$ cat src/rtl/qrow_max_select.sv
// Streams one Q-table row, tracks the signed greedy max and the explore candidate,
// and reports the chosen action, its Q value and the reward for (state, action).
module qrow_max_select #(
  parameter int          NUM_STATES  = 36,
  parameter int          NUM_ACTIONS = 4,
  parameter int          Q_W         = 16,
  parameter int          R_W         = 8,
  parameter int          GOAL_S0     = 35,
  parameter int          GOAL_A0     = 1,
  parameter int          GOAL_S1     = 30,
  parameter int          GOAL_A1     = 0,
  parameter int          REWARD_VAL  = 10,
  parameter logic [15:0] LFSR_SEED   = 16'hACE1,
  localparam int         S_W         = $clog2(NUM_STATES),
  localparam int         A_W         = $clog2(NUM_ACTIONS),
  localparam int         QA_W        = $clog2(NUM_STATES * NUM_ACTIONS)
) (
  input  logic            clk,
  input  logic            rst_n,
  input  logic            start,
  input  logic [S_W-1:0]  state,
  input  logic            explore,
  output logic            q_rd_en,
  output logic [QA_W-1:0] q_rd_addr,
  input  logic [Q_W-1:0]  q_rd_data,
  output logic            busy,
  output logic            done,
  output logic            err,
  output logic [Q_W-1:0]  max_q,
  output logic [A_W-1:0]  max_act,
  output logic [A_W-1:0]  act,
  output logic [Q_W-1:0]  act_q,
  output logic [R_W-1:0]  reward
);

  typedef enum logic [1:0] {S_IDLE, S_READ, S_DRAIN, S_DONE} fsm_t;

  fsm_t            r_fsm, w_fsm_nxt;
  logic [S_W-1:0]  r_state;
  logic            r_explore, r_err;
  logic [A_W-1:0]  r_rnd, r_idx, r_cap_idx, r_max_act;
  logic            r_cap_vld;
  logic [Q_W-1:0]  r_max_q, r_exp_q;
  logic [15:0]     r_lfsr;
  logic            r_done, r_err_o;
  logic [Q_W-1:0]  r_max_q_o, r_act_q_o;
  logic [A_W-1:0]  r_max_act_o, r_act_o;
  logic [R_W-1:0]  r_reward_o;

  logic            w_bad_state, w_last_rd, w_goal;
  logic [A_W:0]    w_rnd_ext;
  logic [A_W-1:0]  w_rnd, w_act;
  logic [Q_W-1:0]  w_act_q;

  assign w_bad_state = {1'b0, state} >= (S_W+1)'(NUM_STATES);
  assign w_last_rd   = r_idx == A_W'(NUM_ACTIONS - 1);
  assign w_rnd_ext   = {1'b0, r_lfsr[A_W-1:0]};
  assign w_rnd       = (w_rnd_ext >= (A_W+1)'(NUM_ACTIONS))
                       ? A_W'(w_rnd_ext - (A_W+1)'(NUM_ACTIONS)) : r_lfsr[A_W-1:0];

  always_ff @(posedge clk or negedge rst_n) begin
    if (!rst_n) r_fsm <= S_IDLE;
    else        r_fsm <= w_fsm_nxt;
  end

  always_comb begin
    w_fsm_nxt = r_fsm;
    case (r_fsm)
      S_IDLE:  if (start) w_fsm_nxt = w_bad_state ? S_DONE : S_READ;
      S_READ:  if (w_last_rd) w_fsm_nxt = S_DRAIN;
      S_DRAIN: w_fsm_nxt = S_DONE;
      S_DONE:  w_fsm_nxt = S_IDLE;
      default: w_fsm_nxt = S_IDLE;
    endcase
  end

  always_comb begin
    q_rd_en   = r_fsm == S_READ;
    busy      = r_fsm != S_IDLE;
    q_rd_addr = QA_W'(r_state) * QA_W'(NUM_ACTIONS) + QA_W'(r_idx);
  end

  always_ff @(posedge clk or negedge rst_n) begin
    if (!rst_n) r_lfsr <= LFSR_SEED;
    else        r_lfsr <= {r_lfsr[14:0], r_lfsr[15] ^ r_lfsr[13] ^ r_lfsr[12] ^ r_lfsr[10]};
  end

  // Read data trails the strobe by one cycle, so the index is delayed alongside it.
  always_ff @(posedge clk or negedge rst_n) begin
    if (!rst_n) begin
      r_state   <= '0;
      r_explore <= 1'b0;
      r_err     <= 1'b0;
      r_rnd     <= '0;
      r_idx     <= '0;
      r_cap_vld <= 1'b0;
      r_cap_idx <= '0;
      r_max_q   <= '0;
      r_max_act <= '0;
      r_exp_q   <= '0;
    end else begin
      r_cap_vld <= q_rd_en;
      r_cap_idx <= r_idx;
      if (r_fsm == S_IDLE && start) begin
        r_state   <= state;
        r_explore <= explore;
        r_err     <= w_bad_state;
        r_rnd     <= w_rnd;
        r_idx     <= '0;
      end else if (r_fsm == S_READ) begin
        r_idx <= r_idx + 1'b1;
      end
      if (r_cap_vld) begin
        if (r_cap_idx == '0 || $signed(q_rd_data) > $signed(r_max_q)) begin
          r_max_q   <= q_rd_data;
          r_max_act <= r_cap_idx;
        end
        if (r_cap_idx == r_rnd) r_exp_q <= q_rd_data;
      end
    end
  end

  assign w_act   = r_explore ? r_rnd : r_max_act;
  assign w_act_q = r_explore ? r_exp_q : r_max_q;
  assign w_goal  = (r_state == S_W'(GOAL_S0) && w_act == A_W'(GOAL_A0)) ||
                   (r_state == S_W'(GOAL_S1) && w_act == A_W'(GOAL_A1));

  always_ff @(posedge clk or negedge rst_n) begin
    if (!rst_n) begin
      r_done      <= 1'b0;
      r_err_o     <= 1'b0;
      r_max_q_o   <= '0;
      r_max_act_o <= '0;
      r_act_o     <= '0;
      r_act_q_o   <= '0;
      r_reward_o  <= '0;
    end else begin
      r_done <= r_fsm == S_DONE;
      if (r_fsm == S_DONE) begin
        r_err_o     <= r_err;
        r_max_q_o   <= r_err ? '0 : r_max_q;
        r_max_act_o <= r_err ? '0 : r_max_act;
        r_act_o     <= r_err ? '0 : w_act;
        r_act_q_o   <= r_err ? '0 : w_act_q;
        r_reward_o  <= (!r_err && w_goal) ? R_W'(REWARD_VAL) : '0;
      end
    end
  end

  assign done    = r_done;
  assign err     = r_err_o;
  assign max_q   = r_max_q_o;
  assign max_act = r_max_act_o;
  assign act     = r_act_o;
  assign act_q   = r_act_q_o;
  assign reward  = r_reward_o;

endmodule

$ cat config.mk
export PLATFORM = sky130hd
export DESIGN_NAME = qrow_max_select
export DESIGN_NICKNAME = d
export VERILOG_FILES = /design/src/rtl/qrow_max_select.sv
export SDC_FILE = /design/constraint.sdc
export NUM_CORES = 1
export LEC_CHECK = 0
export ABC_AREA = 1
export BUFFER_PORTS_ARGS = -buffer_cell sky130_fd_sc_hd__buf_2
export CELL_PAD_IN_SITES_DETAIL_PLACEMENT = 1
export CELL_PAD_IN_SITES_GLOBAL_PLACEMENT = 1
export CORE_ASPECT_RATIO = 1.2
export CORE_MARGIN = 4
export CORE_UTILIZATION = 42
export CTS_CLUSTER_SIZE = 14
export DETAILED_ROUTE_END_ITERATION = 10
export PLACE_DENSITY = 0.76
export SLEW_MARGIN = 25
export SYNTH_ARGS = -nofsm -noshare
export SYNTH_HDL_FRONTEND = slang
export SYNTH_SLANG_ARGS = --single-unit
export TNS_END_PERCENT = 1
$ cat constraint.sdc
create_clock -name clk -period 2.62 [get_ports clk]
set_clock_uncertainty 0.2 [all_clocks]
set_input_delay 0.393 -clock clk [delete_from_list [all_inputs] [get_ports clk]]
set_output_delay 0.393 -clock clk [all_outputs]
set_load 0.005 [all_outputs]
==> results.tsv, run 1 <==
stage	metric	value	unit
worst_setup_path	reg2reg setup slack	0.24	ns
finish	Nets	616	
global_routing	residual overflow from global routing	0	
pwr	leakage power	2.860	nW
timing	max-slew violation count	0	
synth	synthesized cell area	4672	sq um
finish	most frequent cells in the layout	dfrtp_1 (98), nand2_1 (91), buf_2 (74)	
pwr	sequential share of power	0.391	
timing	RSZ-0062 raised after global routing	no	
floorplanning	Starting Density	0.4358	
timing	Slew HR	0.5069	
synth	average size of a mapped cell	9.515	sq um
floorplanning	placement row count	41	
place	Port Buffers	75	
global_routing	number of global-route vias before repair	3970	
cts	root buf cell	clkbuf_16	
worst_setup_path	WP data required	2.66	ns
place	RePlAce Congestion	0.7523	
synth	adder-cell area share of the yosys netlist	0.05892	
detailed_routing	drt initial violations	128	
cts	H-tree depth	3	
worst_setup_path	Critical Path Start Type	flop	
timing	period utilization	0.9085	
finish	commonest non-fill, non-tap cell in the layout	dfrtp_1	
cts	CTS buffer count	9	
synth	Synth Register Bits	106	
global_routing	initial antenna violation count	0	
cts	clock transition at the registers of the reported paths	0.07	ns
cts	clk buf depth	2	
cts	Clock Latency Late Sink	0.36	ns
worst_setup_path	CP Capture Point	r_max_q[5]	
synth	largest family of logic cells by synthesized area	simple AND/OR/NAND/NOR gates	
hold_path	worst hold path type	in2reg	
detailed_routing	detailed-router iteration count before antenna repair	4	
synth	sequential area share after synthesis	0.5699	
pwr	switching share of power	0.3994	
floorplanning	die area	12880	sq um
pwr	Psw	2.722	mW
synth	post-synthesis xor/xnor area fraction	0.01125	
synth	yosys warns	0	
pwr	Gate power share	0.392	
timing	fin crit period	2.380	ns
pwr	internal power	4.094	mW
synth	Cell variety after synth	32	
outcome	status	finished clean	
timing	Worst Tran Pin Value	0.7376	ns
finish	filler cell count	1247	
timing	Setup violations, final	0	
timing	Final Hold Fails	0	
worst_setup_path	Critical Path Source	r_max_q[15]	
worst_setup_path	Worst Path Max Fanout	19	
global_routing	largest net degree at the start of global routing	44	
synth	Compound-Gate Fraction of Synth Area	0.09829	
finish	Syn-to-layout area delta	17.78	%
cts	CTS resizes	0	
timing	highest clock rate	420.1	MHz
cts	CTS sink cnt	106	
worst_setup_path	r2r endpoint	r_max_q[5]	
detailed_routing	vias	3641	
worst_setup_path	Reg2Reg Depth	12	
timing	Setup TNS	0	ns
pwr	total power	6.815	mW
worst_setup_path	Setup crit end kind	flop	
global_routing	total track usage	0.1972	
detailed_routing	DRC	0	
detailed_routing	final WL	11.77	mm
detailed_routing	Detail Route Antenna Nets	0	
floorplanning	area of the core	10720	sq um
place	dpl hpwl	8.260	mm
pwr	Max VDD drop	0.0006153	V
synth	Cells after Synth	491	
pwr	PD cells	1238	nW/um^2
detailed_routing	drt wl/cell	16.76	microns
finish	number of inserted diodes	0	
global_routing	first-pass GRT wire length	19.91	mm
floorplanning	DIE WIDTH	104.3	microns
worst_setup_path	Worst Path Arrival	2.42	ns
floorplanning	DIE HEIGHT	123.5	microns
pwr	part of the power in the clock network	0.216	
flow_run	max-cap viol count	0	
detailed_routing	Via density	5.187	
worst_setup_path	reg2reg start	r_max_q[15]	
synth	multiplexer share of the synthesized area	0.004821	
synth	Synth Area in Simple Gates	0.1808	
cts	CTS tree	done	
finish	share of cells above drive strength 1	0.2408	
floorplanning	I/O pin count	82	
worst_setup_path	critical path class	reg2reg	
## power by group through the flow
| stage | registers [mW] | logic (mW) | clock network, mW |
|---|---|---|---|
| 2_1_floorplan | 2.63 | 1.76 | 0 |
| 3_3_place_gp | 2.66 | 2.54 | 0 |
| 3_5_place_dp | 2.70 | 2.69 | 0 |
| 4_1_cts | 2.67 | 2.73 | 1.49 |
| 5_1_grt | 2.76 | 3.06 | 1.57 |
| 6_report | 2.67 | 2.67 | 1.47 |
## synthesized netlist by cell type
cell type | n | area share
nand2_8 | 2 | 0.0086
dfrtp_1 | 98 | 0.52
buf_4 | 8 | 0.013
nor3_1 | 4 | 0.0043
nand3b_1 | 1 | 0.0016
buf_12 | 1 | 0.0043
or2_2 | 1 | 0.0013
nor2_1 | 36 | 0.029
a22oi_1 | 1 | 0.0016
mux2_2 | 2 | 0.0048
dfstp_2 | 8 | 0.045
nor4_1 | 1 | 0.0013
nand2_2 | 22 | 0.029
clkbuf_1 | 12 | 0.0096
xor2_1 | 1 | 0.0019
o211ai_1 | 1 | 0.0016
a22o_1 | 2 | 0.0038
buf_6 | 1 | 0.0024
o21ai_0 | 64 | 0.069
nor2_2 | 1 | 0.0013
xnor2_1 | 5 | 0.0094
nand4_1 | 3 | 0.0040
nand2_1 | 91 | 0.073
nand3_1 | 23 | 0.025
o22ai_1 | 1 | 0.0013
inv_1 | 54 | 0.043
buf_2 | 1 | 0.0011
a21oi_1 | 20 | 0.021
nor3_2 | 1 | 0.0021
ha_1 | 22 | 0.059
buf_1 | 2 | 0.0016
conb_1 | 1 | 0.00080
## worst min-delay path by stage
stage | startpoint | end | slack, ns | depth (start not counted)
4_1_cts | state[2] | r_state[2] | 0.04 | 3
3_3_place_gp | r_lfsr[8] | r_lfsr[9] | 0.14 | 0
3_5_place_dp | r_lfsr[3] | r_lfsr[4] | 0.14 | 0
6_report | state[2] | r_state[2] | 0.05 | 3
5_1_grt | state[3] | r_state[3] | 0.06 | 3
2_1_floorplan | rst_n | act[0] | -0.10 | 0
## final cells by class
cell class | count | area [sq um] | share of cell area
clock buffer | 9 | 225.2 | 0.04093
clock inverter | 7 | 98.84 | 0.01796
inverter | 54 | 202.7 | 0.03683
multi-input combinational | 311 | 1677 | 0.3047
sequential | 106 | 2663 | 0.4839
tap | 129 | 161.4 | 0.02933
timing repair buffer | 86 | 475.5 | 0.08640
## routing by layer
metal,up-vias,part of all wire,GRT usage
met1,1839,0.43,0.2358
li1,1712,-,-
met2,77,0.51,0.3542
met5,-,0,0
met3,13,0.043,0.04230
met4,0,0.015,0.06733
## state kept, by name (all words and copies together) (netlist names)
register	flops
r_cap_vld	1
r_explore	1
max_q	16
r_state	6
reward	1
r_max_act	2
r_exp_q	16
r_fsm	2
done	1
r_cap_idx	2
err	1
act	2
r_err	1
max_act	2
r_max_q	16
r_lfsr	16
r_rnd	2
r_idx	2
act_q	16
## per-stage QoR
step | setup WS [ns] | utilization | cell area [sq um] | instances | hold WS, ns
2_1_floorplan | 0.5973 | - | 4691 | 496 | -0.1026
3_3_place_gp | 0.3092 | 0.4821 | 5169 | 685 | 0.1359
3_5_place_dp | 0.1974 | 0.4821 | 5169 | 685 | 0.1379
4_1_cts | 0.2299 | 0.5132 | 5503 | 702 | 0.04402
5_1_grt | 0.02859 | 0.5132 | 5503 | 702 | 0.06433
6_report | 0.2396 | 0.5132 | 5503 | 702 | 0.04744
## cell families (layout without fill, tap and decap cells)
family | after synthesis | count (layout)
simple gates | 186 | 186
compound gates | 89 | 89
mux | 2 | 2
xor+xnor | 6 | 6
fa+ha+maj | 22 | 22
other cells | 1 | 6
flops | 106 | 106
buf+inv | 79 | 156
## timing repair
action,4_1_cts,5_1_grt
endpoints found under the hold margin,36,0
setup buffers,0,0
hold buffers,1,0
## worst max-delay path, cell delays in order, from the launching register on
cell	delay (ns)
dfrtp_1	0.38
inv_1	0.08
ha_1	0.33
a21oi_1	0.17
o21ai_0	0.12
a21oi_1	0.23
nand3_1	0.11
nand2_1	0.10
nand2_2	0.09
nand2_8	0.16
nand2_8	0.15
nand2_1	0.09
nand2_1	0.05
(Power assumes the default switching activity.)
==> run 2, diff against run 1 <==
==> config.mk (replaced) <==
export PLATFORM = sky130hd
export DESIGN_NAME = qrow_max_select
export DESIGN_NICKNAME = d
export VERILOG_FILES = /design/src/rtl/qrow_max_select.sv
export SDC_FILE = /design/constraint.sdc
export NUM_CORES = 1
export LEC_CHECK = 0
export ABC_AREA = 1
export CORE_ASPECT_RATIO = 1.2
export CORE_MARGIN = 4
export CORE_UTILIZATION = 60
export CTS_CLUSTER_DIAMETER = 150
export CTS_CLUSTER_SIZE = 14
export DETAILED_ROUTE_END_ITERATION = 10
export DONT_BUFFER_PORTS = 1
export PLACE_DENSITY = 0.74
export SLEW_MARGIN = 25
export SYNTH_ARGS = -nofsm -noshare
export SYNTH_HDL_FRONTEND = slang
export SYNTH_SLANG_ARGS = --single-unit
export TNS_END_PERCENT = 1
==> run 2 against run 1 <==
  * The run now ends with negative hold slack left
  * Power decreased by 12%
  * Non-clock buffer count decreased by 55
  * Via count decreased by 8.8%
  * Global-route usage increased by 4.2 points
  * First-iteration DRC count increased by 69%
  * Wire length decreased by 15%
  * Register-to-register slack improved by 0.04 ns
  * Hold slack got worse by 0.55 ns
  * Critical path depth increased by 2
  * Critical path type unchanged
  * Critical endpoint is now r_max_q[14]
  * Largest cell class unchanged
==> results.tsv, run 2 (synthesis gave the netlist of run 1 again) <==
stage	metric	value	unit
global_routing	Top Usage Layer GRT	met2	
place	Port Buffers	0	
worst_setup_path	WP data required	2.67	ns
timing	max-slew violation count	0	
hold_path	worst hold path type	in2async	
flow_run	max-cap viol count	0	
finish	most frequent cells in the layout	dfrtp_1 (98), nand2_1 (91), o21ai_0 (64)	
pwr	PD cells	1163	nW/um^2
worst_setup_path	Setup crit end kind	flop	
worst_setup_path	Worst Path Arrival	2.39	ns
global_routing	met3 usage	0.04574	
finish	number of inserted diodes	0	
timing	Setup violations, final	0	
worst_setup_path	reg2reg setup slack	0.28	ns
global_routing	total track usage	0.2388	
finish	commonest non-fill, non-tap cell in the layout	dfrtp_1	
worst_setup_path	Worst Path Max Fanout	19	
worst_setup_path	WP buf/inv	1	
detailed_routing	Via density	5.446	
global_routing	first-pass GRT wire length	17.02	mm
worst_setup_path	CP peak stage delay	0.41	ns
place	RePlAce Congestion	0.9167	
worst_setup_path	crit-path leading delay family	simple AND/OR/NAND/NOR gates	
worst_setup_path	Critical Path Start Type	flop	
floorplanning	DIE HEIGHT	104.7	microns
detailed_routing	final WL	10.02	mm
floorplanning	die area	9269	sq um
finish	Nets	561	
worst_setup_path	r2r endpoint	r_max_q[14]	
detailed_routing	vias	3322	
place	dpl hpwl	6.458	mm
cts	CTS sink cnt	106	
pwr	Max VDD drop	0.0006974	V
pwr	total power	5.997	mW
detailed_routing	detailed-router iteration count before antenna repair	4	
timing	fin crit period	2.341	ns
cts	clock transition at the registers of the reported paths	0.11	ns
detailed_routing	Detail Route Antenna Nets	0	
finish	Syn-to-layout area delta	10.39	%
floorplanning	Starting Density	0.6131	
cts	Clock Latency Late Sink	0.37	ns
finish	share of cells above drive strength 1	0.1178	
worst_setup_path	critical path's slowest cell	dfrtp_1	
detailed_routing	DRC	0	
cts	CTS resizes	0	
finish	Final Util	0.6768	
timing	Final Hold Fails	106	
cts	H-tree depth	3	
timing	final hold slack	-0.5075	ns
worst_setup_path	Reg2Reg Depth	14	
pwr	leakage power	2.550	nW
worst_setup_path	critical path class	reg2reg	
global_routing	number of global-route vias before repair	3463	
worst_setup_path	most used cell, CP	nand2_1	
outcome	status	finished with violations	
floorplanning	DIE WIDTH	88.56	microns
global_routing	largest net degree at the start of global routing	107	
worst_setup_path	reg2reg start	r_max_q[9]	
cts	Post-CTS Setup Repair Bufs	0	
detailed_routing	drt wl/cell	16.42	microns
cts	clk buf depth	2	
timing	highest clock rate	427.1	MHz
floorplanning	area of the core	7620	sq um
detailed_routing	drt initial violations	216	
timing	Setup TNS	0	ns
worst_setup_path	crit-path cells	inv_1 > ha_1 > nand2_1 > nand2_1 > nand3_1 > nand2_1 > a21oi_1 > nand3_1 > nand2_1 > nand2_2 > nand2_8 > nand2_8 > nand2_2 > nand2_2	
global_routing	initial antenna violation count	0	
timing	RSZ-0062 raised after global routing	no	
global_routing	GR met2 Demand/Resource	0.3930	
floorplanning	I/O pin count	82	
timing	period utilization	0.8936	
floorplanning	placement row count	35	
cts	CTS buffer count	9	
cts	CTS tree	done	
global_routing	residual overflow from global routing	0	
global_routing	GRT met1 Usage	0.3114	
cts	root buf cell	clkbuf_8	
cts	# hold bufs at CTS	23	
outcome	failing checks	negative hold slack	
[run 2: area by class of cell]
| class | instances | area [sq um] |
|---|---|---|
| sequential | 106 | 2663 |
| clock inverter | 6 | 72.57 |
| timing repair buffer | 31 | 290.3 |
| fill | 612 | 2462 |
| multi-input combinational | 311 | 1677 |
| tap | 92 | 115.1 |
| inverter | 54 | 202.7 |
| clock buffer | 10 | 137.6 |
[run 2: per-layer routing]
| metal | wire length (microns) | share of wire | vias up |
|---|---|---|---|
| li1 | - | - | 1598 |
| met1 | 4010 | 0.40 | 1608 |
| met2 | 5131 | 0.51 | 103 |
| met3 | 688 | 0.069 | 13 |
| met4 | 186 | 0.019 | 0 |
| met5 | 0 | 0 | - |
[run 2: worst max-delay path by stage]
stage / start / endpoint / slack [ns] / cells after the start
2_1_floorplan: r_max_q[7] / r_max_q[13] / 0.60 / 16
3_3_place_gp: r_max_q[7] / r_max_q[15] / 0.40 / 14
3_5_place_dp: r_max_q[7] / r_max_q[3] / 0.35 / 15
4_1_cts: r_max_q[7] / r_max_q[14] / 0.30 / 15
5_1_grt: r_max_q[7] / r_max_q[14] / 0.12 / 15
6_report: r_max_q[9] / r_max_q[14] / 0.28 / 14
[run 2: worst reg2reg max path, stage by stage, from the launching register on]
cell     delay, ns
dfrtp_1       0.41
inv_1         0.07
ha_1          0.29
nand2_1       0.08
nand2_1       0.06
nand3_1       0.08
nand2_1       0.09
a21oi_1       0.20
nand3_1       0.10
nand2_1       0.09
nand2_2       0.08
nand2_8       0.15
nand2_8       0.15
nand2_2       0.11
nand2_2       0.05
[run 2: through the flow]
| stage | hold slack [ns] | cell area [sq um] | setup slack [ns] | instances |
|---|---|---|---|---|
| floorplan | -0.1026 | 4691 | 0.5973 | 496 |
| global placement | -0.09960 | 4717 | 0.4015 | 571 |
| detailed placement | -0.1002 | 4717 | 0.3470 | 571 |
| CTS | -0.5226 | 5157 | 0.3046 | 610 |
| global route | -0.5342 | 5157 | 0.1168 | 610 |
| finish | -0.5075 | 5157 | 0.2788 | 610 |
[run 2: where the power goes]
group | switching (mW) | internal [mW]
clock network | 0.562 | 0.478
logic | 1.41 | 0.795
registers | 0.495 | 2.26
